==> src/rtl/timer_pkg.sv <==
// timer_pkg: shared constants and types for the shared countdown-timer scheduler
package timer_pkg;
  localparam int DIV_1HZ_100M = 100_000_000;
  localparam int NUM_CH_DEF = 4;
  localparam int DUR_W_DEF = 8;
  typedef enum logic {T_IDLE, T_COUNT} tchan_state_t;
  typedef logic [DUR_W_DEF-1:0] dur_t;
endpackage

==> src/rtl/tick_gen.sv <==
// tick_gen: gated clock-divider producing a registered 1-cycle tick every DIV_COUNT cycles
// Optional macro TIMER_PAUSE_EN adds a pause input that freezes the divider phase.
import timer_pkg::*;
module tick_gen #(
  parameter int DIV_COUNT = DIV_1HZ_100M
) (
  input  logic clk_in,
  input  logic reset,
  input  logic en,
`ifdef TIMER_PAUSE_EN
  input  logic pause,
`endif
  output logic tick
);
  localparam int CW = $clog2(DIV_COUNT);
  localparam logic [CW-1:0] LAST = CW'(DIV_COUNT - 1);
  logic [CW-1:0] cnt;
  logic hold;
`ifdef TIMER_PAUSE_EN
  assign hold = pause;
`else
  assign hold = 1'b0;
`endif
  always_ff @(posedge clk_in or posedge reset) begin
    if (reset) begin
      cnt <= '0;
      tick <= 1'b0;
    end else if (!en) begin
      cnt <= '0;
      tick <= 1'b0;
    end else if (hold) begin
      tick <= 1'b0;
    end else begin
      cnt <= (cnt == LAST) ? '0 : cnt + 1'b1;
      tick <= (cnt == LAST);
    end
  end
endmodule

==> src/rtl/shared_timer_sched.sv <==
// shared_timer_sched: NUM_CH countdown timers sharing one divider tick that runs only while any channel is busy
// Optional macro TIMER_PAUSE_EN adds a pause input that freezes the divider and all countdowns.
import timer_pkg::*;
module shared_timer_sched #(
  parameter int NUM_CH = NUM_CH_DEF,
  parameter int DUR_W = DUR_W_DEF,
  parameter int DIV_COUNT = DIV_1HZ_100M
) (
  input  logic                    clk_in,
  input  logic                    reset,
`ifdef TIMER_PAUSE_EN
  input  logic                    pause,
`endif
  input  logic [NUM_CH-1:0]       start,
  input  logic [NUM_CH-1:0]       cancel,
  input  logic [NUM_CH*DUR_W-1:0] duration,
  output logic [NUM_CH-1:0]       busy,
  output logic [NUM_CH-1:0]       done,
  output logic                    tick
);
  logic tk;
  tick_gen #(.DIV_COUNT(DIV_COUNT)) u_tick (
    .clk_in(clk_in),
    .reset(reset),
    .en(|busy),
`ifdef TIMER_PAUSE_EN
    .pause(pause),
`endif
    .tick(tick)
  );
`ifdef TIMER_PAUSE_EN
  assign tk = tick & ~pause;
`else
  assign tk = tick;
`endif
  for (genvar i = 0; i < NUM_CH; i++) begin : g_ch
    tchan_state_t st_q, st_d;
    logic [DUR_W-1:0] rem_q, rem_d, dur;
    logic done_q, done_d;
    assign dur = duration[i*DUR_W +: DUR_W];
    // start outranks cancel and tick; a zero duration expires without counting
    always_comb begin
      st_d = st_q;
      rem_d = rem_q;
      done_d = 1'b0;
      if (start[i]) begin
        rem_d = dur;
        st_d = (dur == '0) ? T_IDLE : T_COUNT;
        done_d = (dur == '0);
      end else if (st_q == T_COUNT && cancel[i]) begin
        st_d = T_IDLE;
      end else if (st_q == T_COUNT && tk) begin
        rem_d = (rem_q > DUR_W'(1)) ? rem_q - 1'b1 : rem_q;
        st_d = (rem_q > DUR_W'(1)) ? T_COUNT : T_IDLE;
        done_d = (rem_q == DUR_W'(1));
      end
    end
    always_ff @(posedge clk_in or posedge reset) begin
      if (reset) begin
        st_q <= T_IDLE;
        rem_q <= '0;
        done_q <= 1'b0;
      end else begin
        st_q <= st_d;
        rem_q <= rem_d;
        done_q <= done_d;
      end
    end
    assign busy[i] = (st_q == T_COUNT);
    assign done[i] = done_q;
  end
endmodule

==> config.mk <==
export PLATFORM = sky130hd
export DESIGN_NAME = shared_timer_sched
export DESIGN_NICKNAME = d
export VERILOG_FILES = /design/src/rtl/timer_pkg.sv /design/src/rtl/tick_gen.sv /design/src/rtl/shared_timer_sched.sv
export SDC_FILE = /design/constraint.sdc
export NUM_CORES = 1
export LEC_CHECK = 0
export BUFFER_PORTS_ARGS = -buffer_cell sky130_fd_sc_hd__buf_2
export CELL_PAD_IN_SITES_DETAIL_PLACEMENT = 1
export CELL_PAD_IN_SITES_GLOBAL_PLACEMENT = 2
export CORE_MARGIN = 2
export CORE_UTILIZATION = 33
export DETAILED_ROUTE_END_ITERATION = 8
export HOLD_SLACK_MARGIN = 0.03
export PLACE_DENSITY_LB_ADDON = 0.1
export SLEW_MARGIN = 20
export SYNTH_ARGS = -nofsm -noshare
export SYNTH_HDL_FRONTEND = slang
export SYNTH_SLANG_ARGS = --single-unit
==> constraint.sdc <==
create_clock -name clk_in -period 2.2 [get_ports clk_in]
set_input_delay 0.44 -clock clk_in [delete_from_list [all_inputs] [get_ports clk_in]]
set_output_delay 0.44 -clock clk_in [all_outputs]
set_load 0.05 [all_outputs]
==> results.md, run 1 <==
* Outcome: finished clean
* Post-Layout Inst Area at 4840 um2
* Total number of yosys warnings at 0
* Critical path fanouts, max at 12
* Number of antenna violations at the first check in global routing at 0
* RSZ-0062 raised after global routing: false
* Worst relative slew slack at 56.52%
* Area leader, netlist: sky130_fd_sc_hd__dfrtp_1
* CTS tree: yes
* Routed wirelength normalized by instance count at 16.19 um
* Worst-case register-to-register setup slack at 0.13 ns
* End of the worst register-to-register path: u_tick.cnt[26]$_DFF_PP0_
* Area growth from synthesis to layout at 18.40%
* Number of cells produced by synthesis at 450
* DRC viols at 0
* Number of flops mapped to enable cells by yosys at 0
* Power per unit of standard cell area at 709.2 nW/um2
* Fill count at 1413
* Transition time of the tightest slew-check pin at 0.6463 ns
* Post-route ant nets at 0
* Drt first-iter violations at 178
* Depth of the worst register-to-register path at 4
* Ant. Diodes at 0
* Die Y-Extent at 115.3 um
* Final weighted congestion in routability-driven placement at 0.7697
* Synthesized Nets at 501
* Mapped Area at 4088 um2
* Total gr overflow at 0
* Number of top-level design ports at 51
* Cell at the root of the clock tree: sky130_fd_sc_hd__clkbuf_16
* CTS resizes at 0
* Final #Nets at 552
* Worst reg2reg startpoint: u_tick.cnt[6]$_DFF_PP0_
* Total clock buffers created by CTS at 9
* Type of the worst setup path: register to register
* Final Hold Viols at 0
* Final HPWL from detailed placement at 8.087 mm
* Number of global-route vias before repair at 3762
* Number of max-cap violations at 0
* Category of the worst setup path capture point: register
* Number of endpoints failing setup at the final stage at 0
* Static leakage power at 1.963 nW
* Most instantiated flip-flop cell in the synthesis netlist: sky130_fd_sc_hd__dfrtp_1
* Vias at 3623
* WL final at 10.90 mm
* Count of different cell masters after synthesis at 59
* Most instantiated cells after synthesis: sky130_fd_sc_hd__dfrtp_1 (68), sky130_fd_sc_hd__nand2_1 (42), sky130_fd_sc_hd__o21ai_0 (33)
* Share of cells above drive strength 1 at 20.40%
* Clock skew after layout at 0.005967 ns
* Area share of the largest cell type after synthesis at 41.63%
* Largest buffer count on any clock path at 2
* Number of detailed-routing iterations run before antenna repair at 4
* Final setup TNS at 0 ns
* WP data arrival at 2.31 ns
* Post-synthesis sequential area ratio at 41.63%
* Number of vias per cell at 5.383
* Share of synthesized registers carrying an async set or reset at 100.0%
* Area of the core at 12060 um2
* Area post-placement at 4562 um2
* Clock-pin transition on the worst setup and hold timing paths at 0.06 ns
* Area enclosed by the die boundary at 13290 um2
* Die boundary width at 115.3 um
* Final Critical Period at 2.068 ns
* Pins over their slew limit at 0
* Required arrival time at the worst endpoint at 2.45 ns
* Share of the clock period used by the worst path at 94.02%
* Pin count of the biggest net entering global routing at 29
* Insertion delay of the later-clocked pin in the worst-skew pair at 0.34 ns
* Port bufs at 50
* Worst vdd ir at 0.6975 mV
* Category of the worst setup path launch point: register
* Maximum operating frequency at 0.4835 GHz
* Count of clock tree sinks at 68
* Overall routing resource usage at 18.08%
* Area contributors post-synth: sky130_fd_sc_hd__dfrtp_1 (42%), sky130_fd_sc_hd__o21ai_0 (4.0%), sky130_fd_sc_hd__nand2_1 (3.9%), sky130_fd_sc_hd__nand3_1 (3.1%), sky130_fd_sc_hd__xnor2_1 (3.0%)
* Initial Utilization at 33.89%
* Avg Inst Size Synth at 9.084 um2
* # H-tree levels at 3
* Count leader, synth: sky130_fd_sc_hd__dfrtp_1
* Power, Total at 0.003432 W
* Wire length of the first global-routing pass at 18.76 mm
* Hold Crit Class: primary input to async pin
* Rows at 40
* Flip-flop and latch count after synthesis at 68
-- power breakdown --
group	switching [W]	internal, W	total (W)
Sequential	0.000155	0.00138	0.00153
Clock	0.000529	0.000815	0.00134
Combinational	0.000313	0.000245	0.000558
Total	0.000997	0.00244	0.00343
-- placed cells by master (no fill, tap or decap), types with 5 or more instances in the layout --
cell type,instances
sky130_fd_sc_hd__buf_2,50
sky130_fd_sc_hd__o31ai_1,5
sky130_fd_sc_hd__inv_1,19
sky130_fd_sc_hd__mux2_2,7
sky130_fd_sc_hd__nor2_1,23
sky130_fd_sc_hd__or3_1,14
sky130_fd_sc_hd__nand3_1,25
sky130_fd_sc_hd__dfrtp_1,68
sky130_fd_sc_hd__nor3_1,20
sky130_fd_sc_hd__xnor2_1,14
sky130_fd_sc_hd__ha_1,9
sky130_fd_sc_hd__nand2_1,42
sky130_fd_sc_hd__clkbuf_16,9
sky130_fd_sc_hd__o41ai_1,5
sky130_fd_sc_hd__a211oi_1,12
sky130_fd_sc_hd__nor4_1,14
sky130_fd_sc_hd__nand4_1,11
sky130_fd_sc_hd__or2_2,6
sky130_fd_sc_hd__buf_4,13
sky130_fd_sc_hd__a31oi_1,8
sky130_fd_sc_hd__xor2_1,9
sky130_fd_sc_hd__o21ai_0,33
sky130_fd_sc_hd__a21oi_1,8
sky130_fd_sc_hd__or4_1,9
sky130_fd_sc_hd__nor3b_1,5
-- how the worst max path moves through the flow --
stage / cells past startpoint / start / to
2_1_floorplan: 1 / reset / g_ch[0].done_q$_DFF_PP0_
3_3_place_gp: 6 / g_ch[2].rem_q[0]$_DFFE_PP0P_ / g_ch[2].rem_q[7]$_DFFE_PP0P_
3_5_place_dp: 4 / u_tick.cnt[6]$_DFF_PP0_ / u_tick.cnt[24]$_DFF_PP0_
4_1_cts: 5 / u_tick.cnt[0]$_DFF_PP0_ / u_tick.cnt[18]$_DFF_PP0_
5_1_grt: 4 / u_tick.cnt[6]$_DFF_PP0_ / u_tick.cnt[26]$_DFF_PP0_
6_report: 4 / u_tick.cnt[6]$_DFF_PP0_ / u_tick.cnt[26]$_DFF_PP0_
-- state kept, by name, indices dropped and copies added (netlist names) --
| register | cells |
|---|---|
| g_ch.done_q | 4 |
| g_ch.rem_q | 32 |
| g_ch.st_q | 4 |
| u_tick.cnt | 27 |
| u_tick.tick | 1 |
-- repair_timing --
item | in CTS | in global routing
endpoints found under the setup margin | 0 | 2
hold buffers | 0 | 0
setup buffers | 0 | 1
-- critical path: stages (launching register included) --
cell                       delay, ns
sky130_fd_sc_hd__dfrtp_1        0.44
sky130_fd_sc_hd__nand3_2        0.14
sky130_fd_sc_hd__or4_4          0.63
sky130_fd_sc_hd__or4b_1         0.53
sky130_fd_sc_hd__a211oi_1       0.23
-- per-stage QoR --
stage / utilization (%) / std cells / worst slack [ns] / hold slack [ns]
6_report: 40.12 / 673 / 0.1317 / 0.1149
5_1_grt: 40.12 / 673 / 0.01763 / 0.1410
4_1_cts: 40.06 / 672 / 0.1324 / 0.1232
3_5_place_dp: 37.82 / 657 / 0.1242 / 0.4863
3_3_place_gp: 37.82 / 657 / 0.2076 / 0.4899
2_1_floorplan: - / 450 / 0.04849 / 0.5019
-- layout make-up --
cell class	count	area [um2]	area share (%)
inverter	21	78.83	1.629
tap	168	210.2	4.343
clock inverter	2	10.01	0.2068
sequential	68	1702	35.16
clock buffer	13	260.3	5.377
timing repair buffer	65	387.9	8.014
multi-input combinational	336	2191	45.27
-- cells by family after synthesis --
group | share of synthesized area [%]
simple gates | 27.49
compound gates | 15.58
flops | 41.63
buf+inv | 5.203
xor+xnor | 4.928
mux | 2.418
fa+ha+maj | 2.755
-- routing by layer --
layer / track usage, % / up-vias / share of wire (%)
li1: - / 1770 / -
met1: 23.34 / 1798 / 48
met2: 30.20 / 43 / 48
met3: 4.902 / 12 / 2.6
met4: 4.418 / 0 / 1.2
met5: 0 / - / 0
(Power assumes the default switching activity.)
==> inputs of run 2 (changes only) <==
--- a/config.mk
+++ b/config.mk
@@ -13,6 +13,7 @@
 export DETAILED_ROUTE_END_ITERATION = 8
 export HOLD_SLACK_MARGIN = 0.03
 export PLACE_DENSITY_LB_ADDON = 0.1
+export SETUP_SLACK_MARGIN = 0.4
 export SLEW_MARGIN = 20
 export SYNTH_ARGS = -nofsm -noshare
 export SYNTH_HDL_FRONTEND = slang
==> run 2 against run 1 <==
Cell area rose by 19%. Clock skew rose by 0.0021 ns. Register-to-register slack improved by 0.11 ns. Die area did not move. Routed wire length rose by 14%. Setup slack improved by 0.11 ns. Via count rose by 5.8%. Sequential share of layout area fell by 5.3 points. First-iteration DRC count fell by 26%. Sequential power rose by 3%. Critical endpoint is now u_tick.cnt[20]$_DFF_PP0_. Largest cell class unchanged. Largest power group is now the clock network. Highest routed layer unchanged.
==> results.md, run 2 (synthesized netlist as in run 1, its figures left out) <==
* Top flop regs: g_ch.rem_q x32, u_tick.cnt x27 (unchanged)
* WP data arrival at 2.20 ns (was 2.31 ns)
* Cell at the root of the clock tree: sky130_fd_sc_hd__clkbuf_16 (unchanged)
* Share of cells above drive strength 1 at 40.98% (was 20.40%)
* Required arrival time at the worst endpoint at 2.44 ns (was 2.45 ns)
* Number of global-route vias before repair at 3971 (was 3762)
* Leading cell type in the layout, fill and taps excluded: sky130_fd_sc_hd__dfrtp_1 (unchanged)
* Initial Utilization at 33.89% (unchanged)
* Biggest cell delay along the critical path at 0.54 ns (was 0.63 ns)
* Worst relative slew slack at 52.92% (was 56.52%)
* Critical path fanouts, max at 7 (was 12)
* Pins over their slew limit at 0 (unchanged)
* WL final at 12.47 mm (was 10.90 mm)
* Clock-pin transition on the worst setup and hold timing paths at 0.06 ns (about the same)
* DRC viols at 0 (unchanged)
* Total clock buffers created by CTS at 9 (unchanged)
* Total gr overflow at 0 (unchanged)
* Largest buffer count on any clock path at 2 (unchanged)
* Area growth from synthesis to layout at 40.80% (was 18.40%)
* Final worst hold slack at 0.2045 ns (was 0.1149 ns)
* Clock skew after layout at 0.008035 ns (was 0.005967 ns)
* Number of top-level design ports at 51 (unchanged)
* Routed wirelength normalized by instance count at 17.39 um (was 16.19 um)
* Category of the worst setup path capture point: register (unchanged)
* Area enclosed by the die boundary at 13290 um2 (unchanged)
* CTS tree: yes (unchanged)
* Fill count at 1340 (was 1413)
* Ordered cell list for the critical path: ha_4 > nand2_4 > or4_4 > or3_1 > a211oi_2 (was nand3_2 > or4_4 > or4b_1 > a211oi_1)
* Insertion delay of the later-clocked pin in the worst-skew pair at 0.34 ns (about the same)
* Final HPWL from detailed placement at 7.941 mm (was 8.087 mm)
* Number of endpoints failing setup at the final stage at 0 (unchanged)
* Die Y-Extent at 115.3 um (unchanged)
* Share of the clock period used by the worst path at 89.14% (was 94.02%)
* Final #Nets at 595 (was 552)
* Static leakage power at 2.270 nW (was 1.963 nW)
* Vias at 3834 (was 3623)
* Ant. Diodes at 0 (unchanged)
* Final Hold Viols at 0 (unchanged)
* Number of max-cap violations at 0 (unchanged)
* Port bufs at 50 (unchanged)
* Top reg by flops: g_ch.rem_q (unchanged)
* # H-tree levels at 3 (unchanged)
* Category of the worst setup path launch point: register (unchanged)
* Power per unit of standard cell area at 719.6 nW/um2 (was 709.2 nW/um2)
* Number of vias per cell at 5.347 (was 5.383)
* Commonest cells after routing, fill and taps aside: sky130_fd_sc_hd__dfrtp_1 (56), sky130_fd_sc_hd__buf_2 (50), sky130_fd_sc_hd__buf_4 (46) (was sky130_fd_sc_hd__dfrtp_1 (68), sky130_fd_sc_hd__buf_2 (50), sky130_fd_sc_hd__nand2_1 (42))
* Count of clock tree sinks at 68 (unchanged)
* Outcome: finished clean (unchanged)
* Die boundary width at 115.3 um (unchanged)
* Drt first-iter violations at 132 (was 178)
* Number of detailed-routing iterations run before antenna repair at 4 (unchanged)
* Overall routing resource usage at 18.81% (was 18.08%)
* Rows at 40 (unchanged)
* Type of the worst setup path: register to register (unchanged)
* Number of flip-flops in the largest register at 32 (unchanged)
* Wire length of the first global-routing pass at 19.80 mm (was 18.76 mm)
* Final setup TNS at 0 ns (unchanged)
* Area of the core at 12060 um2 (unchanged)
* Number of antenna violations at the first check in global routing at 0 (unchanged)
* Pin count of the biggest net entering global routing at 31 (was 29)
* Post-route ant nets at 0 (unchanged)
* Final Critical Period at 1.961 ns (was 2.068 ns)
* CTS Hold Buffers Added at 0 (unchanged)
* RSZ-0062 raised after global routing: true (was false)
* Cell with the biggest individual delay on the critical path: sky130_fd_sc_hd__or4_4 (unchanged)
* Worst vdd ir at 0.5016 mV (was 0.6975 mV)
* Final weighted congestion in routability-driven placement at 0.8165 (was 0.7697)
* Transition time of the tightest slew-check pin at 0.7047 ns (was 0.6463 ns)
* Hold Crit Class: primary input to async pin (unchanged)
* Maximum operating frequency at 0.5099 GHz (was 0.4835 GHz)
run 2: cell count changes in the layout (fill, tap and decap cells not counted), moves of 11 or more:
cell and delta:
sky130_fd_sc_hd__buf_4 +33, sky130_fd_sc_hd__nor3_1 -12, sky130_fd_sc_hd__a211oi_2 +11, sky130_fd_sc_hd__a211oi_1 -11, sky130_fd_sc_hd__dfrtp_2 +12, sky130_fd_sc_hd__dfrtp_1 -12
run 2: worst max-delay path, delay by kind of cell (launching register included):
| kind | cells | cell delay [ns] |
|---|---|---|
| adders and majority gates | 1 | 0.19 |
| and+or+nand+nor | 3 | 1.02 |
| AOI/OAI and AO/OA | 1 | 0.21 |
| DFF | 1 | 0.45 |
run 2: area by class of cell:
class | count | area [um2] | area share, %
clock buffers | 10 | 239.0 | 4.152
inverters | 21 | 82.58 | 1.435
well taps | 168 | 210.2 | 3.652
flip-flops and latches | 68 | 1717 | 29.83
repair buffers | 107 | 749.5 | 13.02
multi-input cells | 337 | 2646 | 45.98
clock inverters | 6 | 111.4 | 1.935
run 2: final timing paths:
path | cells after the start | to | startpoint | slack (ns)
setup / recovery | 5 | u_tick.cnt[20]$_DFF_PP0_ | u_tick.cnt[0]$_DFF_PP0_ | 0.24
hold / removal | 2 | g_ch[2].rem_q[3]$_DFFE_PP0P_ | reset | 0.20
setup reg to reg | 5 | u_tick.cnt[20]$_DFF_PP0_ | u_tick.cnt[0]$_DFF_PP0_ | 0.24
hold reg to reg | 1 | u_tick.cnt[0]$_DFF_PP0_ | u_tick.cnt[0]$_DFF_PP0_ | 0.54
max in group asynchronous | 3 | g_ch[0].st_q$_DFFE_PP0P_ | reset | 1.36
min in group clk_in | 3 | g_ch[2].rem_q[3]$_DFFE_PP0P_ | duration[19] | 0.33
run 2: power by group:
part	leakage (nW)	internal [W]	switching [W]
sequential	0.839	0.00139	0.000183
combinational	1.26	0.000443	0.000436
clock	0.169	0.00114	0.000558
total	2.27	0.00297	0.00118
run 2: per-stage QoR:
stage                     utilization, %  worst slack (ns)  total power, W  instance area, um2  instances
after floorplan                        -            0.3270        0.001942                4160        450
after global placement             38.08            0.2844        0.002126                4593        656
after detailed placement           38.08            0.1994        0.002146                4593        656
after CTS                          43.41            0.3032        0.003934                5236        697
after global routing               47.72            0.1885        0.004368                5756        717
final                              47.72            0.2388        0.004141                5756        717
run 2: routing by layer:
metal | part of all wire (%) | GRT usage [%] | routed length [um] | up-vias
li1 | - | - | - | 1861
met1 | 46 | 24.60 | 5759 | 1910
met2 | 50 | 31.53 | 6207 | 52
met3 | 3.0 | 4.692 | 377 | 11
met4 | 1.0 | 4.257 | 125 | 0
met5 | 0 | 0 | 0 | -
run 2: repair_timing:
| action | in CTS | in global routing |
|---|---|---|
| setup buffers | 24 | 17 |
| setup endpoints to repair | 33 | 44 |
| gates cloned | 1 | 3 |
| pin swaps | 14 | 32 |
| resized for setup | 26 | 81 |
| endpoints found under the hold margin | 0 | 0 |
